==> src/rtl/alu_pipe_pkg.sv <==
// Shared constants and types for the ALU pipeline result-memory readback path.
package alu_pipe_pkg;

  // Result word width
  localparam int DATA_W = 16;
  // Result memory address width (depth = 2**ADDR_W)
  localparam int ADDR_W = 8;
  // Burst length width; one extra bit so a full-depth burst (256) fits
  localparam int LEN_W  = 9;

  // Number of entries in the output skid buffer; also the read credit limit
  localparam int BUF_DEPTH = 2;

  // Burst reader control states
  typedef enum logic [1:0] {
    IDLE  = 2'd0,
    READ  = 2'd1,
    DRAIN = 2'd2,
    DONE  = 2'd3
  } rd_state_t;

endpackage : alu_pipe_pkg

==> src/rtl/rd_skid_buf.sv <==
// Two-entry FIFO holding {data, last} for returned memory words.
// A push while full is accepted only when a pop happens in the same cycle,
// in which case the freed slot is the one being written.
module rd_skid_buf
  import alu_pipe_pkg::*;
#(
  parameter int DW = DATA_W
) (
  input  logic          clk1,
  input  logic          rst,
  input  logic          push,
  input  logic [DW-1:0] push_data,
  input  logic          push_last,
  input  logic          pop,
  output logic [DW-1:0] head_data,
  output logic          head_last,
  output logic          full,
  output logic          empty,
  output logic [1:0]    count
);

  logic [DW-1:0] entry_data_reg [BUF_DEPTH];
  logic          entry_last_reg [BUF_DEPTH];
  logic          wr_ptr_reg;
  logic          rd_ptr_reg;
  logic [1:0]    count_reg;
  logic [1:0]    count_next;
  logic          push_ok;
  logic          pop_ok;

  assign empty   = (count_reg == 2'd0);
  assign full    = (count_reg == 2'(BUF_DEPTH));
  assign count   = count_reg;
  assign pop_ok  = pop && !empty;
  assign push_ok = push && (!full || pop_ok);

  assign head_data = entry_data_reg[rd_ptr_reg];
  assign head_last = entry_last_reg[rd_ptr_reg];

  // One storage slot per entry, written when the write pointer selects it
  generate
    for (genvar gi = 0; gi < BUF_DEPTH; gi++) begin : g_entry
      always_ff @(posedge clk1) begin
        if (rst) begin
          entry_data_reg[gi] <= '0;
          entry_last_reg[gi] <= 1'b0;
        end else if (push_ok && (wr_ptr_reg == 1'(gi))) begin
          entry_data_reg[gi] <= push_data;
          entry_last_reg[gi] <= push_last;
        end
      end
    end
  endgenerate

  // Occupancy: simultaneous push and pop leave it unchanged
  always_comb begin
    count_next = count_reg;
    case ({push_ok, pop_ok})
      2'b10:   count_next = count_reg + 2'd1;
      2'b01:   count_next = count_reg - 2'd1;
      default: count_next = count_reg;
    endcase
  end

  // Pointer and occupancy registers
  always_ff @(posedge clk1) begin
    if (rst) begin
      wr_ptr_reg <= 1'b0;
      rd_ptr_reg <= 1'b0;
      count_reg  <= 2'd0;
    end else begin
      if (push_ok) wr_ptr_reg <= ~wr_ptr_reg;
      if (pop_ok)  rd_ptr_reg <= ~rd_ptr_reg;
      count_reg <= count_next;
    end
  end

endmodule : rd_skid_buf

==> src/rtl/result_mem_reader.sv <==
// Burst reader for the 256x16 result memory. Accepts {addr, len}, issues
// sequential reads against the synchronous read port, and streams the words
// out on a valid/ready interface, tagging the final beat.
module result_mem_reader
  import alu_pipe_pkg::*;
#(
  parameter int DW = DATA_W,
  parameter int AW = ADDR_W,
  parameter int LW = LEN_W
) (
  input  logic          clk1,
  input  logic          rst,
  input  logic          cmd_valid,
  output logic          cmd_ready,
  input  logic [AW-1:0] cmd_addr,
  input  logic [LW-1:0] cmd_len,
  output logic          mem_re,
  output logic [AW-1:0] mem_raddr,
  input  logic [DW-1:0] mem_rdata,
  output logic          out_valid,
  input  logic          out_ready,
  output logic [DW-1:0] out_data,
  output logic          out_last,
  output logic          busy,
  output logic          done
);

  rd_state_t     state_reg;
  rd_state_t     state_next;
  logic [AW-1:0] addr_reg;
  logic [LW-1:0] rem_issue_reg;
  logic          inflight_reg;
  logic          inflight_last_reg;

  logic          buf_full;
  logic          buf_empty;
  logic [1:0]    buf_count;
  logic          buf_pop;
  logic [2:0]    occ_after_pop;
  logic          credit_ok;
  logic          cmd_fire;
  logic          issue_last;

  // Skid buffer catching words returned by the memory
  rd_skid_buf #(
    .DW (DW)
  ) u_skid (
    .clk1      (clk1),
    .rst       (rst),
    .push      (inflight_reg),
    .push_data (mem_rdata),
    .push_last (inflight_last_reg),
    .pop       (buf_pop),
    .head_data (out_data),
    .head_last (out_last),
    .full      (buf_full),
    .empty     (buf_empty),
    .count     (buf_count)
  );

  assign out_valid = !buf_empty;
  assign buf_pop   = out_valid && out_ready;
  assign cmd_ready = (state_reg == IDLE);
  assign busy      = (state_reg != IDLE);
  assign done      = (state_reg == DONE);
  assign mem_raddr = addr_reg;
  assign cmd_fire  = cmd_valid && cmd_ready;

  // Words already held plus the one in flight, less the word leaving this
  // cycle. Counting the outgoing word lets the stream sustain 1 word/cycle
  // while still never landing a third word in the buffer.
  assign occ_after_pop = {1'b0, buf_count} + {2'b00, inflight_reg} - {2'b00, buf_pop};
  assign credit_ok     = (occ_after_pop < 3'(BUF_DEPTH)) && !buf_full;
  assign issue_last    = (rem_issue_reg == LW'(1));

  // Next-state and read-issue decode
  always_comb begin
    state_next = state_reg;
    mem_re     = 1'b0;
    case (state_reg)
      IDLE: begin
        if (cmd_fire) begin
          state_next = (cmd_len == LW'(0)) ? DONE : READ;
        end
      end
      READ: begin
        mem_re = (rem_issue_reg != LW'(0)) && credit_ok;
        if (mem_re && issue_last) begin
          state_next = DRAIN;
        end
      end
      DRAIN: begin
        if (buf_pop && out_last) begin
          state_next = DONE;
        end
      end
      DONE: begin
        state_next = IDLE;
      end
      default: begin
        state_next = IDLE;
      end
    endcase
  end

  // State register
  always_ff @(posedge clk1) begin
    if (rst) begin
      state_reg <= IDLE;
    end else begin
      state_reg <= state_next;
    end
  end

  // Address / remaining-read counters; the address wraps naturally at 2**AW
  always_ff @(posedge clk1) begin
    if (rst) begin
      addr_reg      <= '0;
      rem_issue_reg <= '0;
    end else if (cmd_fire && (cmd_len != LW'(0))) begin
      addr_reg      <= cmd_addr;
      rem_issue_reg <= cmd_len;
    end else if (mem_re) begin
      addr_reg      <= addr_reg + AW'(1);
      rem_issue_reg <= rem_issue_reg - LW'(1);
    end
  end

  // Track the read whose data arrives next cycle; reset drops it
  always_ff @(posedge clk1) begin
    if (rst) begin
      inflight_reg      <= 1'b0;
      inflight_last_reg <= 1'b0;
    end else begin
      inflight_reg      <= mem_re;
      inflight_last_reg <= mem_re && issue_last;
    end
  end

endmodule : result_mem_reader
==> config.mk <==
export PLATFORM = sky130hd
export DESIGN_NAME = result_mem_reader
export DESIGN_NICKNAME = d
export VERILOG_FILES = /design/src/rtl/alu_pipe_pkg.sv /design/src/rtl/rd_skid_buf.sv /design/src/rtl/result_mem_reader.sv
export SDC_FILE = /design/constraint.sdc
export NUM_CORES = 1
export LEC_CHECK = 0
export ABC_AREA = 1
export BUFFER_PORTS_ARGS = -buffer_cell sky130_fd_sc_hd__buf_2
export CAP_MARGIN = 20
export CELL_PAD_IN_SITES_DETAIL_PLACEMENT = 1
export CELL_PAD_IN_SITES_GLOBAL_PLACEMENT = 1
export CORE_MARGIN = 1
export CORE_UTILIZATION = 37
export CTS_CLUSTER_SIZE = 28
export DETAILED_ROUTE_END_ITERATION = 16
export GPL_ROUTABILITY_DRIVEN = 0
export GPL_TIMING_DRIVEN = 0
export HOLD_SLACK_MARGIN = 0.15
export PLACE_DENSITY = 0.72
export RECOVER_POWER = 50
export SLEW_MARGIN = 20
export SYNTH_ARGS = -nofsm -noshare
export SYNTH_HDL_FRONTEND = slang
export SYNTH_SLANG_ARGS = --single-unit
==> constraint.sdc <==
create_clock -name clk1 -period 2.45 [get_ports clk1]
set_input_delay 0.3675 -clock clk1 [delete_from_list [all_inputs] [get_ports clk1]]
set_output_delay 0.3675 -clock clk1 [all_outputs]
set_load 0.1 [all_outputs]
==> summary.txt, run 1 <==
Die
  – Die width: 96.5 µm
  – Placeable Area: 8680 µm²
  – Initial Utilization: 38.1%
  – I/O pin cnt: 67
  – Placement row count: 34
  – Die Ht: 96.5 µm
  – Die area: 9320 µm²

Logic synthesis
  – Netlist cell types: 38
  – Synth Area in Simple Gates: 26.4%
  – Compound-Gate Fraction of Synth Area: 6.93%
  – #FFs+latches synth: 60
  – Dominant combinational cell family by area after synthesis: simple AND/OR/NAND/NOR gates
  – EDFF count, synth: 34
  – Asr flop ratio synth: 0%
  – Syn Area/Cell: 8.65 µm²
  – Sequential-to-total area share from yosys stat: 46.6%
  – Synth Area in XOR/XNOR: 1.85%
  – Yosys warning count: 0
  – Top_reg_cell synth: edfxtp_1
  – Synth Area in Adders: 4.01%
  – Gate Count Post-Synth: 382
  – Cell Area, Synth: 3310 µm²
  – Mapped Nets: 429
  – Mux contribution to synthesized area: 5.45%

Clocking
  – Clock root buffer master: clkbuf_8
  – Num CTS Buffers: 9
  – Sink Count: 60
  – Longest Clk Path Bufs: 2
  – CTS tree: yes
  – Later-pin clock latency in the skew report: 0.34 ns
  – Hold_buf cts: 0
  – H-Tree Depth: 3
  – Worst-path clk slew: 0.07 ns

Route
  – Routed len/inst: 14.1 µm
  – Vias per cell: 4.84
  – WL final: 8190 µm
  – Initial DRC count: 67
  – DR vias: 2809
  – First drt pass iteration count: 6
  – Detail Route Antenna Nets: 0
  – Drt drc: 0

GRT
  – GRT Total Usage: 18.7%
  – Antenna violations before repair: 0
  – Largest net degree at the start of global routing: 13
  – Remaining Overflow, GRT: 0
  – First-pass GRT wire length: 13000 µm
  – Vias in the first global route: 2805

Finish
  – Post-layout util: 48.0%
  – Post-layout net count: 514
  – Area of the multi-input gates: 1510 µm²
  – Most frequent cells in the layout: nor2_1 (69), nand2_1 (59), buf_2 (57)
  – Fillers: 1067
  – Final std cells w/o fill: 580
  – Most common cell after layout, fill and taps aside: nor2_1
  – Layout cells sized above 1: 32.4%
  – Syn-to-layout area delta: 26.0%
  – Post-Layout Inst Area: 4160 µm²
  – Max FFs per register: 32
  – Sequential cell area: 1550 µm²
  – N_diodes: 0

Critical path
  – Critical Path End Type: primary output
  – Kind of critical path: reg -> out
  – Crit path DAT: 2.37 ns
  – Crit Path Max Fanout: 3
  – Crit path launch type: flop
  – CP max stage delay: 0.50 ns
  – Slowest CP cell: fa_1
  – Required time of the critical path: 2.08 ns
  – Critical path cell sequence: inv_4, a21oi_4, ha_1, inv_1, nand2_1, fa_1, o21ai_2, nor2_2, nand3_4, clkinvlp_4, buf_12

Hold path
  – Min-Delay Path Class: in -> reg

Timing
  – Clock skew: 0.00371 ns
  – Worst setup margin: -0.287 ns
  – Final period util: 112%
  – Setup_tns: -0.287 ns
  – Tmin final: 2.74 ns
  – Final hold slack: 0.341 ns
  – Final setup fails: 1
  – Final Max Tran Viols: 0
  – Hold violation count in the final report: 0
  – Slew headroom: 21.7%
  – Slew @ Worst Pin: 1.18 ns
  – Highest clock rate: 365 MHz
  – RSZ-0062 raised after global routing: yes

Pwr
  – Cell area power density: 1410 nW/µm²
  – Static leakage: 0.00195 µW
  – Maximum VDD drop: 736 µV

Placed design
  – Placed Instances: 557
  – Placed cell area: 3830 µm²
  – Post-detail-place hpwl: 5880 µm
  – Buffers on Ports: 65

Status
  – Status: finished, violations left
  – Failing checks: negative setup slack

Run
  – Max cap viols: 0
-- area by class of cell --
cell class	count	share of cell area, %
plain buffers	12	2.22
inverters	52	4.90
flip-flops and latches	60	37.2
clock buffers	10	3.31
repair buffers	74	10.3
clock inverters	6	2.67
well taps	108	3.25
multi-input cells	258	36.1
-- Yosys cell counts, types with 2 or more instances --
cell / instances / area [µm²]
a21oi_1: 8 / 40.0
a21oi_2: 9 / 78.8
buf_2: 4 / 20.0
buf_6: 3 / 33.8
dfxtp_1: 26 / 521
edfxtp_1: 34 / 1020
ha_1: 9 / 113
inv_1: 48 / 180
inv_2: 3 / 11.3
mux2_2: 16 / 180
nand2_1: 59 / 221
nand2_2: 12 / 75.1
nand2_4: 2 / 22.5
nand3_1: 27 / 135
nand3_2: 2 / 20.0
nand4_1: 4 / 25.0
nand4_2: 2 / 25.0
nor2_1: 69 / 259
nor2_2: 4 / 25.0
nor2_4: 2 / 22.5
o21ai_0: 16 / 80.1
o21ai_2: 2 / 17.5
xnor2_1: 3 / 26.3
xor2_1: 4 / 35.0
-- path summary, 6_finish.rpt --
path / from / end / slack (ns) / cells past startpoint
max: u_skid.count[1]$_SDFFE_PP0P_ / mem_re / -0.29 / 11
min: mem_rdata[8] / u_skid.entry_data_reg[1][8]$_SDFFCE_PN0P_ / 0.34 / 3
max reg2reg: u_skid.count[1]$_SDFFE_PP0P_ / rem_issue_reg[1]$_SDFFE_PP0P_ / 0.08 / 14
min reg2reg: u_skid.rd_ptr_reg$_SDFFE_PP0P_ / u_skid.rd_ptr_reg$_SDFFE_PP0P_ / 0.47 / 1
-- power by group --
| part | internal (µW) | switching (µW) | total, µW |
|---|---|---|---|
| logic | 917 | 2360 | 3280 |
| clock network | 704 | 424 | 1130 |
| registers | 1290 | 166 | 1450 |
| total | 2910 | 2950 | 5860 |
-- metrics by stage --
step | setup WS, ns | power [µW]
floorplan | -0.0810 | 4020
global placement | -0.881 | 4480
detailed placement | -0.449 | 4580
CTS | -0.335 | 5830
global route | -0.395 | 6210
finish | -0.287 | 5860
-- cells by family after synthesis --
group,after synthesis
and+or+nand+nor,188
buffers and inverters,64
DFF,60
AOI/OAI and AO/OA,37
muxes,16
adders and majority gates,10
xor gates and xnor gates,7
-- per-layer routing --
metal	vias to the layer above	track usage, %	share of wire [%]
li1	1403	-	-
met1	1343	21.8	45
met2	59	33.6	50
met3	4	4.38	4.3
met4	0	5.88	0.64
met5	-	0	0
-- critical path, delay by kind of cell (launching register included) --
family                     cells  cell delay [ns]
adders and majority gates      2             0.74
buffers and inverters          4             0.40
DFF                            1             0.37
and+or+nand+nor                3             0.32
AOI/OAI and AO/OA              2             0.21
-- timing repair --
item,CTS,global route
endpoints found under the setup margin,16,14
gates cloned,0,1
gates resized for setup,8,2
buffers inserted,5,1
pin swaps,3,1
Power figures use the tool's default switching activity.
==> run 2: changes to the inputs <==
- HOLD_SLACK_MARGIN: 0.15 -> default
- SYNTH_HIERARCHICAL: default -> 1
==> run 2 against run 1 <==
The flow still finishes with violations (negative setup slack); largest cell class is now multi-input gates; global-route usage increased by 1.0 points; area after synthesis increased by 2.0%; total power decreased by 4.9%; wire length increased by 8.3%; largest power group unchanged; synthesized cell count increased by 0.79%; critical path type unchanged.
==> summary.txt, run 2 <==
Critical path
  – Reg2reg path depth: 18 (+4)
  – Crit Path Max Fanout: 2 (-1)
  – Crit path launch type: flop
  – Critical Path End Type: primary output
  – Critical path cell sequence: nor2_4, nor2_4, ha_4, inv_2, nand2_2, fa_1, inv_1, nor2_1, nand2_1, nor2_4, nand2_2, nor2_4, buf_12
  – Most used cell, CP: nor2_4
  – Crit path DAT: 2.42 ns (+0.05 ns)
  – Kind of critical path: reg -> out
  – Required time of the critical path: 2.08 ns (about the same)
  – Slowest CP cell: fa_1
  – CP max stage delay: 0.51 ns (about the same)

Route
  – Met1 Wirelength: 3650 µm (-0.55%)
  – DR top layer: met4
  – Routed len/inst: 15.1 µm (+6.9%)
  – WL final: 8870 µm (+8.3%)
  – Met3 WL post-DR: 296 µm (-16%)
  – Met2 wire len: 4860 µm (+18%)
  – Vias per cell: 4.89 (+0.92%)
  – First drt pass iteration count: 4 (-2)
  – Detail Route Antenna Nets: 0 (unchanged)
  – DR vias: 2874 (+2.3%)
  – Initial DRC count: 53 (-21%)
  – Drt drc: 0 (unchanged)

Timing
  – Tmin final: 2.79 ns (+0.0534 ns)
  – Clock skew: 0.00505 ns (+0.00134 ns)
  – Highest clock rate: 358 MHz (-1.9%)
  – Slew @ Worst Pin: 1.19 ns (+0.0115 ns)
  – Slew headroom: 20.9% (-0.76 points)
  – Final setup fails: 14 (+13)
  – Setup_tns: -1.22 ns (-0.929 ns)
  – Hold violation count in the final report: 0 (unchanged)
  – Final period util: 114% (+2.2 points)
  – Worst setup margin: -0.341 ns (-0.0534 ns)
  – Final Max Tran Viols: 0 (unchanged)
  – RSZ-0062 raised after global routing: yes

Clocking
  – Worst-path clk slew: 0.08 ns (about the same)
  – CTS tree: yes
  – Hold_buf cts: 0 (unchanged)
  – Longest Clk Path Bufs: 2 (unchanged)
  – Num CTS Buffers: 9 (unchanged)
  – Later-pin clock latency in the skew report: 0.34 ns (about the same)
  – Clock root buffer master: clkbuf_8
  – Sink Count: 60 (unchanged)
  – H-Tree Depth: 3 (unchanged)

Logic synthesis
  – Gate Count Post-Synth: 385 (+0.79%)
  – Post-synth top cells: nor2_1 (72), nand2_1 (64), inv_1 (48), edfxtp_1 (34)
  – Sequential-to-total area share from yosys stat: 45.7% (-0.93 points)
  – Yosys warning count: 6 (+6)
  – Top_reg_cell synth: edfxtp_1
  – Top-count cell post-synth: nor2_1
  – EDFF count, synth: 34 (unchanged)
  – Cell Area, Synth: 3370 µm² (+2.0%)
  – Synth Area in Adders: 4.30% (+0.29 points)
  – Dominant combinational cell family by area after synthesis: simple AND/OR/NAND/NOR gates
  – Mapped Nets: 433 (+0.93%)
  – Largest cells by area after synthesis: edfxtp_1 (30%), dfxtp_1 (15%), nor2_1 (8.0%)
  – Syn Area/Cell: 8.76 µm² (+1.2%)
  – Asr flop ratio synth: 0% (unchanged)
  – Area leader, netlist: edfxtp_1
  – Synth Area in XOR/XNOR: 2.08% (+0.22 points)
  – Netlist cell types: 35 (-7.9%)
  – Mux contribution to synthesized area: 5.68% (+0.22 points)
  – #FFs+latches synth: 60 (unchanged)
  – Compound-Gate Fraction of Synth Area: 4.12% (-2.8 points)
  – Synth Area in Simple Gates: 29.7% (+3.3 points)
  – Top cell type's share of synthesized area: 30.3% (-0.62 points)

Pwr
  – Maximum VDD drop: 1080 µV (+47%)
  – P_int: 2670 µW (-8.1%)
  – Reg power frac: 26.9% (+2.1 points)
  – Switching Fraction: 52.0% (+1.7 points)
  – Comb pwr share: 58.6% (+2.7 points)
  – Clock power share: 14.5% (-4.7 points)
  – Static leakage: 0.00192 µW (-1.7%)
  – Cell area power density: 1310 nW/µm² (-6.9%)
  – Final Power: 5570 µW (-4.9%)
  – Net Switching: 2900 µW (-1.7%)

Placed design
  – Placed cell area: 3890 µm² (+1.7%)
  – Buffers on Ports: 66 (+1.5%)
  – Post-detail-place hpwl: 6180 µm (+5.0%)
  – Placed Instances: 560 (+0.54%)

Die
  – Initial Utilization: 38.5% (+0.40 points)
  – Die width: 97.5 µm (+0.99%)
  – Die area: 9500 µm² (+2.0%)
  – Placement row count: 34 (unchanged)
  – I/O pin cnt: 67 (unchanged)
  – Die Ht: 97.5 µm (+0.99%)
  – Placeable Area: 8760 µm² (+0.98%)

Finish
  – Syn-to-layout area delta: 26.1%
  – Post-Layout Inst Area: 4250 µm² (+2.2%)
  – Final std cells w/o fill: 588 (+1.4%)
  – Max FFs per register: 32 (unchanged)
  – N_diodes: 0 (unchanged)
  – Fillers: 1069 (+0.19%)
  – Layout cells sized above 1: 34.4% (+2.0 points)
  – Post-layout net count: 523 (+1.8%)
  – Most frequent cells in the layout: nor2_1 (64), nand2_1 (61), buf_2 (59)
  – Most common cell after layout, fill and taps aside: nor2_1

Status
  – Failing checks: negative setup slack
  – Status: finished, violations left

GRT
  – First-pass GRT wire length: 14700 µm (+13%)
  – GRT Total Usage: 19.7% (+1.0 points)
  – Antenna violations before repair: 0 (unchanged)
  – Remaining Overflow, GRT: 0 (unchanged)
  – Vias in the first global route: 3083 (+9.9%)
  – Largest net degree at the start of global routing: 19 (+6)

Run
  – Max cap viols: 0 (unchanged)

Hold path
  – Min-Delay Path Class: in -> reg
  – Cells on Worst Hold Path: 3 (unchanged)
-- run 2: cell types whose count changed after synthesis, moves of 5 or more --
cell / before / now
nand2_1: 59 / 64
a21oi_2: 9 / 4
o21ai_0: 16 / 6
nor3_2: 0 / 5
o21ai_1: 1 / 7
nor2_2: 4 / 13
nand2_2: 12 / 1
-- run 2: worst paths after layout --
kind	start	to	slack (ns)
max reg2reg	u_skid/count[1]$_SDFFE_PP0P_	rem_issue_reg[1]$_SDFFE_PP0P_	-0.12
min	mem_rdata[5]	u_skid/entry_data_reg[1][5]$_SDFFCE_PN0P_	0.34
min reg2reg	rem_issue_reg[1]$_SDFFE_PP0P_	rem_issue_reg[1]$_SDFFE_PP0P_	0.51
max	u_skid/count[1]$_SDFFE_PP0P_	mem_re	-0.34
-- run 2: power groups by stage --
stage	Clock, µW	Combinational, µW	Sequential [µW]
final	809	3270	1500
after global routing	878	3520	1530
after CTS	821	3280	1500
after detailed placement	0	2860	1520
after global placement	0	2790	1510
after floorplan	0	2030	1820
-- run 2: stage by stage --
stage               setup slack [ns]  hold WS (ns)  utilization (%)
global placement              -0.482         0.479             44.2
detailed placement            -0.500         0.501             44.4
floorplan                     -0.325         0.467                -
global route                  -0.459         0.336             48.5
CTS                           -0.346         0.332             48.8
finish                        -0.341         0.340             48.5
-- run 2: area by class of cell --
cell class / count / area, µm² / share of cell area, %
Inverter: 52 / 208 / 4.88
Sequential cell: 60 / 1550 / 36.4
Multi-Input combinational cell: 263 / 1610 / 37.9
Timing Repair Buffer: 79 / 503 / 11.8
Clock inverter: 7 / 52.6 / 1.24
Clock buffer: 9 / 124 / 2.91
Buffer: 10 / 72.6 / 1.71
Tap cell: 108 / 135 / 3.18
-- run 2: timing repair --
action,in CTS,in global routing
gates resized for setup,16,3
setup buffers,20,0
pin swaps,20,6
gates cloned,1,0
endpoints found under the setup margin,16,21
-- run 2: critical path, delay by kind of cell, from the launching register on --
family | cells | cell delay (ns)
flops | 1 | 0.36
simple gates | 8 | 0.75
buf+inv | 3 | 0.28
fa+ha+maj | 2 | 0.71
-- run 2: cell families (layout without fill, tap and decap cells) --
| kind of cell | after synthesis | in the layout |
|---|---|---|
| AND/OR/NAND/NOR | 203 | 203 |
| buffers and inverters | 62 | 157 |
| flip-flops | 60 | 60 |
| AO/OA/AOI/OAI | 24 | 24 |
| multiplexers | 17 | 17 |
| adder cells (fa/ha/maj) | 11 | 11 |
| XOR/XNOR | 8 | 8 |
-- run 2: layer usage --
metal  GRT usage (%)  vias up
met1            21.5     1400
met2            37.7       51
li1                -     1416
met3            4.46        7
met5               0        -
met4            5.66        0
